`src/rtl/dma_stream_master_if.sv`:
```
// dma_stream_master_if: Wishbone master and AXI-Stream out/in signal bundle
interface dma_stream_master_if;
  logic        wbs_cyc_o;
  logic        wbs_stb_o;
  logic        wbs_we_o;
  logic [3:0]  wbs_sel_o;
  logic [31:0] wbs_adr_o;
  logic [31:0] wbs_dat_o;
  logic        wbs_ack_i;
  logic [31:0] wbs_dat_i;
  logic        sm_tvalid_o;
  logic [31:0] sm_tdata_o;
  logic        sm_tlast_o;
  logic        sm_tready_i;
  logic        ss_tvalid_i;
  logic [31:0] ss_tdata_i;
  logic        ss_tlast_i;
  logic        ss_tready_o;
  modport master (
    output wbs_cyc_o, wbs_stb_o, wbs_we_o, wbs_sel_o, wbs_adr_o, wbs_dat_o,
    input  wbs_ack_i, wbs_dat_i,
    output sm_tvalid_o, sm_tdata_o, sm_tlast_o,
    input  sm_tready_i,
    input  ss_tvalid_i, ss_tdata_i, ss_tlast_i,
    output ss_tready_o
  );
  modport slave (
    input  wbs_cyc_o, wbs_stb_o, wbs_we_o, wbs_sel_o, wbs_adr_o, wbs_dat_o,
    output wbs_ack_i, wbs_dat_i,
    input  sm_tvalid_o, sm_tdata_o, sm_tlast_o,
    output sm_tready_i,
    output ss_tvalid_i, ss_tdata_i, ss_tlast_i,
    input  ss_tready_o
  );
endinterface

```
`src/rtl/dma_stream_master.sv`:
```
// dma_stream_master: streams RAM words out over AXI-Stream and writes returned stream words back to RAM
module dma_stream_master #(
  parameter int LEN_W = 12
) (
  input  logic                 wb_clk_i,
  input  logic                 wb_rst_i,
  input  logic                 ap_start_i,
  input  logic [31:0]          src_adr_i,
  input  logic [31:0]          dst_adr_i,
  input  logic [LEN_W-1:0]     len_i,
  output logic                 busy_o,
  output logic                 done_o,
  output logic                 tlast_err_o,
  dma_stream_master_if.master  bus
);
  typedef enum logic {IDLE, RUN} top_t;
  typedef enum logic [1:0] {B_IDLE, B_RD, B_WR} bus_t;
  top_t             top_q, top_d;
  bus_t             bus_q, bus_d;
  logic [31:0]      src_q, src_d, dst_q, dst_d;
  logic [31:0]      ob_dat_q, ob_dat_d, ib_dat_q, ib_dat_d;
  logic [LEN_W-1:0] len_q, len_d, rd_cnt_q, rd_cnt_d, wr_cnt_q, wr_cnt_d;
  logic             ob_full_q, ob_full_d, ib_full_q, ib_full_d;
  logic             terr_q, terr_d, last_wr_q, last_wr_d, done_q, done_d;
  logic             run, start, rd_pend, wr_pend, rd_ack, wr_ack;
  logic             ss_rdy, ss_fire, complete, in_bus;
  // channel requests, handshakes and end-of-transfer detection
  always_comb begin
    run      = top_q == RUN;
    start    = !run && ap_start_i;
    in_bus   = bus_q == B_RD || bus_q == B_WR;
    rd_pend  = run && rd_cnt_q < len_q && !ob_full_q;
    wr_pend  = ib_full_q;
    rd_ack   = bus_q == B_RD && bus.wbs_ack_i;
    wr_ack   = bus_q == B_WR && bus.wbs_ack_i;
    ss_rdy   = run && !ib_full_q && wr_cnt_q < len_q;
    ss_fire  = ss_rdy && bus.ss_tvalid_i;
    complete = run && rd_cnt_q == len_q && !ob_full_q && wr_cnt_q == len_q && bus_q == B_IDLE;
  end
  // next state: top FSM, bus arbiter, counters and the two one-word buffers
  always_comb begin
    top_d     = start && len_i != '0 ? RUN : complete ? IDLE : top_q;
    bus_d     = in_bus ? (bus.wbs_ack_i ? B_IDLE : bus_q) :
                rd_pend && (!wr_pend || last_wr_q) ? B_RD :
                wr_pend ? B_WR : B_IDLE;
    src_d     = start ? src_adr_i & 32'hFFFF_FFFC : src_q;
    dst_d     = start ? dst_adr_i & 32'hFFFF_FFFC : dst_q;
    len_d     = start ? len_i : len_q;
    rd_cnt_d  = start ? '0 : rd_cnt_q + LEN_W'(rd_ack);
    wr_cnt_d  = start ? '0 : wr_cnt_q + LEN_W'(wr_ack);
    ob_full_d = rd_ack || (ob_full_q && !bus.sm_tready_i);
    ob_dat_d  = rd_ack ? bus.wbs_dat_i : ob_dat_q;
    ib_full_d = ss_fire || (ib_full_q && !wr_ack);
    ib_dat_d  = ss_fire ? bus.ss_tdata_i : ib_dat_q;
    terr_d    = start ? 1'b0 :
                terr_q || (ss_fire && (bus.ss_tlast_i != ((wr_cnt_q + LEN_W'(1)) == len_q)));
    last_wr_d = rd_ack ? 1'b0 : wr_ack ? 1'b1 : last_wr_q;
    done_d    = start && len_i == '0;
  end
  // state registers
  always_ff @(posedge wb_clk_i or negedge wb_rst_i) begin
    if (!wb_rst_i) begin
      top_q     <= IDLE;
      bus_q     <= B_IDLE;
      src_q     <= '0;
      dst_q     <= '0;
      len_q     <= '0;
      rd_cnt_q  <= '0;
      wr_cnt_q  <= '0;
      ob_full_q <= 1'b0;
      ob_dat_q  <= '0;
      ib_full_q <= 1'b0;
      ib_dat_q  <= '0;
      terr_q    <= 1'b0;
      last_wr_q <= 1'b1;
      done_q    <= 1'b0;
    end else begin
      top_q     <= top_d;
      bus_q     <= bus_d;
      src_q     <= src_d;
      dst_q     <= dst_d;
      len_q     <= len_d;
      rd_cnt_q  <= rd_cnt_d;
      wr_cnt_q  <= wr_cnt_d;
      ob_full_q <= ob_full_d;
      ob_dat_q  <= ob_dat_d;
      ib_full_q <= ib_full_d;
      ib_dat_q  <= ib_dat_d;
      terr_q    <= terr_d;
      last_wr_q <= last_wr_d;
      done_q    <= done_d;
    end
  end
  // bus, stream and status outputs
  always_comb begin
    bus.wbs_cyc_o   = in_bus;
    bus.wbs_stb_o   = in_bus;
    bus.wbs_we_o    = bus_q == B_WR;
    bus.wbs_sel_o   = in_bus ? 4'hF : 4'h0;
    bus.wbs_adr_o   = bus_q == B_RD ? src_q + (32'(rd_cnt_q) << 2) :
                      bus_q == B_WR ? dst_q + (32'(wr_cnt_q) << 2) : '0;
    bus.wbs_dat_o   = bus_q == B_WR ? ib_dat_q : '0;
    bus.sm_tvalid_o = ob_full_q;
    bus.sm_tdata_o  = ob_dat_q;
    bus.sm_tlast_o  = ob_full_q && rd_cnt_q == len_q;
    bus.ss_tready_o = ss_rdy;
    busy_o          = run;
    done_o          = done_q || complete;
    tlast_err_o     = terr_q;
  end
endmodule

```
`src/flat_wrapper.sv`:
```
// flat-port wrapper written by rule: the top's interface ports become plain ports
module dma_stream_master_flat 
#(
  parameter int LEN_W = 12
)
  (wb_clk_i, wb_rst_i, ap_start_i, src_adr_i, dst_adr_i, len_i, busy_o, done_o, tlast_err_o, bus_wbs_cyc_o, bus_wbs_stb_o, bus_wbs_we_o, bus_wbs_sel_o, bus_wbs_adr_o, bus_wbs_dat_o, bus_wbs_ack_i, bus_wbs_dat_i, bus_sm_tvalid_o, bus_sm_tdata_o, bus_sm_tlast_o, bus_sm_tready_i, bus_ss_tvalid_i, bus_ss_tdata_i, bus_ss_tlast_i, bus_ss_tready_o);
  dma_stream_master_if bus_i ();
  input  logic wb_clk_i;
  input  logic wb_rst_i;
  input  logic ap_start_i;
  input  logic [31:0] src_adr_i;
  input  logic [31:0] dst_adr_i;
  input  logic [LEN_W-1:0] len_i;
  output logic busy_o;
  output logic done_o;
  output logic tlast_err_o;
  output wire logic [$bits(bus_i.wbs_cyc_o)-1:0] bus_wbs_cyc_o;
  output wire logic [$bits(bus_i.wbs_stb_o)-1:0] bus_wbs_stb_o;
  output wire logic [$bits(bus_i.wbs_we_o)-1:0] bus_wbs_we_o;
  output wire logic [$bits(bus_i.wbs_sel_o)-1:0] bus_wbs_sel_o;
  output wire logic [$bits(bus_i.wbs_adr_o)-1:0] bus_wbs_adr_o;
  output wire logic [$bits(bus_i.wbs_dat_o)-1:0] bus_wbs_dat_o;
  input wire logic [$bits(bus_i.wbs_ack_i)-1:0] bus_wbs_ack_i;
  input wire logic [$bits(bus_i.wbs_dat_i)-1:0] bus_wbs_dat_i;
  output wire logic [$bits(bus_i.sm_tvalid_o)-1:0] bus_sm_tvalid_o;
  output wire logic [$bits(bus_i.sm_tdata_o)-1:0] bus_sm_tdata_o;
  output wire logic [$bits(bus_i.sm_tlast_o)-1:0] bus_sm_tlast_o;
  input wire logic [$bits(bus_i.sm_tready_i)-1:0] bus_sm_tready_i;
  input wire logic [$bits(bus_i.ss_tvalid_i)-1:0] bus_ss_tvalid_i;
  input wire logic [$bits(bus_i.ss_tdata_i)-1:0] bus_ss_tdata_i;
  input wire logic [$bits(bus_i.ss_tlast_i)-1:0] bus_ss_tlast_i;
  output wire logic [$bits(bus_i.ss_tready_o)-1:0] bus_ss_tready_o;
  assign bus_wbs_cyc_o = bus_i.wbs_cyc_o;
  assign bus_wbs_stb_o = bus_i.wbs_stb_o;
  assign bus_wbs_we_o = bus_i.wbs_we_o;
  assign bus_wbs_sel_o = bus_i.wbs_sel_o;
  assign bus_wbs_adr_o = bus_i.wbs_adr_o;
  assign bus_wbs_dat_o = bus_i.wbs_dat_o;
  assign bus_i.wbs_ack_i = bus_wbs_ack_i;
  assign bus_i.wbs_dat_i = bus_wbs_dat_i;
  assign bus_sm_tvalid_o = bus_i.sm_tvalid_o;
  assign bus_sm_tdata_o = bus_i.sm_tdata_o;
  assign bus_sm_tlast_o = bus_i.sm_tlast_o;
  assign bus_i.sm_tready_i = bus_sm_tready_i;
  assign bus_i.ss_tvalid_i = bus_ss_tvalid_i;
  assign bus_i.ss_tdata_i = bus_ss_tdata_i;
  assign bus_i.ss_tlast_i = bus_ss_tlast_i;
  assign bus_ss_tready_o = bus_i.ss_tready_o;
  dma_stream_master #(.LEN_W(LEN_W)) u_core (.wb_clk_i(wb_clk_i), .wb_rst_i(wb_rst_i), .ap_start_i(ap_start_i), .src_adr_i(src_adr_i), .dst_adr_i(dst_adr_i), .len_i(len_i), .busy_o(busy_o), .done_o(done_o), .tlast_err_o(tlast_err_o), .bus(bus_i));
endmodule
```
`config.mk`:
```
export PLATFORM = sky130hd
export DESIGN_NAME = dma_stream_master_flat
export DESIGN_NICKNAME = d
export VERILOG_FILES = /design/src/rtl/dma_stream_master_if.sv /design/src/rtl/dma_stream_master.sv /design/src/flat_wrapper.sv
export SDC_FILE = /design/constraint.sdc
export NUM_CORES = 1
export LEC_CHECK = 0
export ABC_CLOCK_PERIOD_IN_PS = 2930
export BUFFER_PORTS_ARGS = -buffer_cell sky130_fd_sc_hd__clkbuf_2
export CAP_MARGIN = 20
export CORE_MARGIN = 10
export CORE_UTILIZATION = 40
export CTS_BUF_LIST = sky130_fd_sc_hd__clkbuf_8
export DETAILED_ROUTE_END_ITERATION = 8
export PLACE_DENSITY = 0.66
export SYNTH_ARGS = -nofsm -noshare
export SYNTH_HDL_FRONTEND = slang
export SYNTH_SLANG_ARGS = --single-unit
```
`constraint.sdc`:
```
create_clock -name wb_clk_i -period 2.93 [get_ports wb_clk_i]
set_input_delay 0.586 -clock wb_clk_i [delete_from_list [all_inputs] [get_ports wb_clk_i]]
set_output_delay 0.586 -clock wb_clk_i [all_outputs]
set_load 0.1 [all_outputs]
```
==> qor.csv <==
stage,metric,value,unit
yosys,synth top area cells,"dfrtp_1, nand2_1, mux2_2, ha_1, xor2_1",
clocking,H-tree Lvls,4,
die,Core ar.,23600,µm²
clocking,clock slew at reported path FFs,0.09,ns
clocking,Longest Clk Path Bufs,2,
power,worst vdd ir,1.02,mV
sta,Slew @ Worst Pin,1.02,ns
critical_path,Critical Path Source Type,flip-flop,
global_route,gr ovfl total,0,
yosys,Cells after Synth,1032,
layout,"commonest non-fill, non-tap cell in the layout",nand2_1,
yosys,XOR/XNOR share of the synthesized area,7.32,%
global_route,total track usage,19.1,%
die,# rows,56,
sta,final worst-path cycle share,121,%
yosys,Main synth FF type,dfrtp_1,
layout,# nets final,1559,
clocking,Root Driver,clkbuf_8,
clocking,CTS tree,yes,
die,Die W,176,µm
global_route,largest net degree at the start of global routing,68,
sta,number of hold violations in the final report,0,
critical_path,crit-path max FO,3,
outcome,failing checks,setup timing,
power,Tot Pwr,0.0156,W
power,PD cells,1110,nW/µm²
sta,skew final,0.0169,ns
yosys,Post-synth EDFFs,0,
yosys,largest family of logic cells by synthesized area,simple AND/OR/NAND/NOR gates,
routing,DRC Markers,0,
yosys,Seq cells post-synth,168,
routing,Vias per Instance,5.09,
clocking,TritonCTS Buffers,17,
routing,1st-iter DRT viols,596,
yosys,Synth cell types,61,
routing,WL/cell,18.0,µm
run,MaxCap Viol Count,0,
routing,DR pass1 iterations,5,
yosys,top cell type's share of synthesized area,43.2,%
yosys,post-synthesis adder-cell area fraction,7.65,%
sta,RSZ-0062 raised after global routing,true,
routing,total vias in the final route,8589,
routing,WL final,30300,µm
layout,fraction of layout cells with a size suffix above 1,42.9,%
sta,"Slew Viols, Final",0,
sta,final setup vio count,26,
yosys,post-synthesis mux area share,7.65,%
critical_path,critical path class,reg2out,
yosys,Synth Area in Simple Gates,20.1,%
global_route,initial antenna violation count,1,
place,port bufs,249,
die,Die H,176,µm
sta,final worst path period need,3.56,ns
die,die footprint,30800,µm²
yosys,largest area contributor in the netlist,dfrtp_1,
global_route,global-route wire length before repair,47600,µm
yosys,Ys Warns,0,
critical_path,WP data arrival,2.97,ns
clocking,clk sinks,168,
yosys,Compound-Gate Fraction of Synth Area,10.1,%
critical_path,crit path capture type,output port,
layout,most frequent cells in the layout,"nand2_1, clkbuf_2, dfrtp_1",
die,I/O pin count,256,
power,Leak Pwr,6.65,nW
yosys,ys async rst share,100,%
routing,final antenna-violating net count,0,
global_route,vias in the first global route,8926,
die,Starting Density,41.0,%
outcome,status,"finished, violations left",
sta,Fmax,281,MHz
yosys,Synth Cell Area,9680,µm²
yosys,average size of a mapped cell,9.38,µm²
sta,Rel. slew slack,31.9,%
place,hpwl dp,22600,µm
worst_hold_path,hold crit path type,in2async,
place,GP Congestion,0.905,
critical_path,CP required,2.34,ns
yosys,"Seq/Total Area, Yosys",43.5,%
place,DP Worst Slack,-0.125,ns
clocking,clk_lat worst skew,0.47,ns
sta,worst setup slack after layout,-0.629,ns
layout,Syn-to-layout area delta,45.4,%
cell usage after synthesis (all sizes together), types with 18 or more instances:
cell,number
clkbuf,31
nand4,18
o21ai,35
o22ai,18
nand2,234
a21oi,32
mux2,64
ha,56
nor2,48
nand3,29
xor2,43
and2,43
xnor2,37
dfrtp,167
inv,26
buf,20
layer usage:
| metal | global-route usage [%] | up-vias | wire [µm] |
|---|---|---|---|
| met4 | 5.90 | 0 | 745 |
| met5 | 0 | - | 0 |
| li1 | - | 4161 | - |
| met1 | 24.2 | 4102 | 13300 |
| met3 | 5.55 | 42 | 2190 |
| met2 | 30.8 | 284 | 14000 |
per-stage QoR:
step                      util (%)  hold slack, ns  std cells  cell area (µm²)  setup TNS (ns)
after floorplan                  -           0.290       1033            10300           -5.04
after global placement        54.4           0.470       1634            12800          -0.476
after detailed placement      54.4           0.468       1634            12800          -0.767
after CTS                     58.1          0.0126       1682            13700          -11.24
after global routing          59.6          0.0311       1686            14100          -15.03
final                         59.6          0.0216       1687            14100          -12.00
sequential cells by signal, indices dropped and copies added, names as in the netlist:
name	cells
u_core.bus.sm_tdata_o	32
u_core.wr_cnt_q	12
u_core.done_q	1
u_core.dst_q	30
u_core.rd_cnt_q	12
u_core.bus_q	2
u_core.ib_dat_q	32
u_core.ib_full_q	1
u_core.last_wr_q	1
u_core.src_q	30
u_core.busy_o	1
u_core.len_q	12
u_core.tlast_err_o	1
u_core.bus.sm_tvalid_o	1
layout make-up:
cell class	instances	area [µm²]
antenna	1	2.50
tap	319	399
fill	2014	9540
timing repair buffer	353	2630
inverter	28	105
clock inverter	15	184
clock buffer	17	234
sequential	168	4210
multi-input combinational	786	6310
kinds of logic (layout without fill, tap and decap cells):
group	Yosys count	in the layout
buf+inv	79	413
simple gates	429	429
xor+xnor	80	80
compound gates	151	151
mux	66	66
fa+ha+maj	58	58
other cells	1	3
flops	168	168
worst max-delay path: stages, from the launching register on:
cell and delay, ns:
dfrtp_1 0.40, ha_2 0.20, fa_2 0.34, a21o_1 0.18, a221oi_2 0.32, buf_4 0.19
o21bai_1 0.07, a21oi_1 0.20, xor2_1 0.27, o22ai_4 0.14, buf_12 0.20
timing repair:
item / in CTS / in global routing
gates resized for setup: 58 / 54
gates cloned: 0 / 0
pin swaps: 60 / 33
setup buffers: 19 / 13
setup endpoints to repair: 30 / 30
hold buffers: 0 / 0
report_power, final:
group          total (W)  switching (W)  internal (W)
registers        0.00373       0.000595       0.00314
clock network    0.00179       0.000992      0.000798
logic             0.0101        0.00709       0.00298
worst paths after layout:
kind	startpoint	endpoint	slack (ns)	cells after the start
worst max-delay path	u_core.src_q[2]$_DFFE_PN0P_	bus_wbs_adr_o[10]	-0.63	10
worst min-delay path	wb_rst_i	u_core.ib_dat_q[3]$_DFFE_PN0P_	0.02	1
worst max register to register	u_core.wr_cnt_q[1]$_DFF_PN0_	u_core.ib_dat_q[1]$_DFFE_PN0P_	0.32	10
worst min register to register	u_core.src_q[13]$_DFFE_PN0P_	u_core.src_q[13]$_DFFE_PN0P_	0.50	2
max in group asynchronous	wb_rst_i	u_core.last_wr_q$_DFFE_PN1P_	2.16	2
min in group wb_clk_i	src_adr_i[12]	u_core.src_q[12]$_DFFE_PN0P_	0.28	3
No activity file was read; power rests on OpenSTA's default activity.
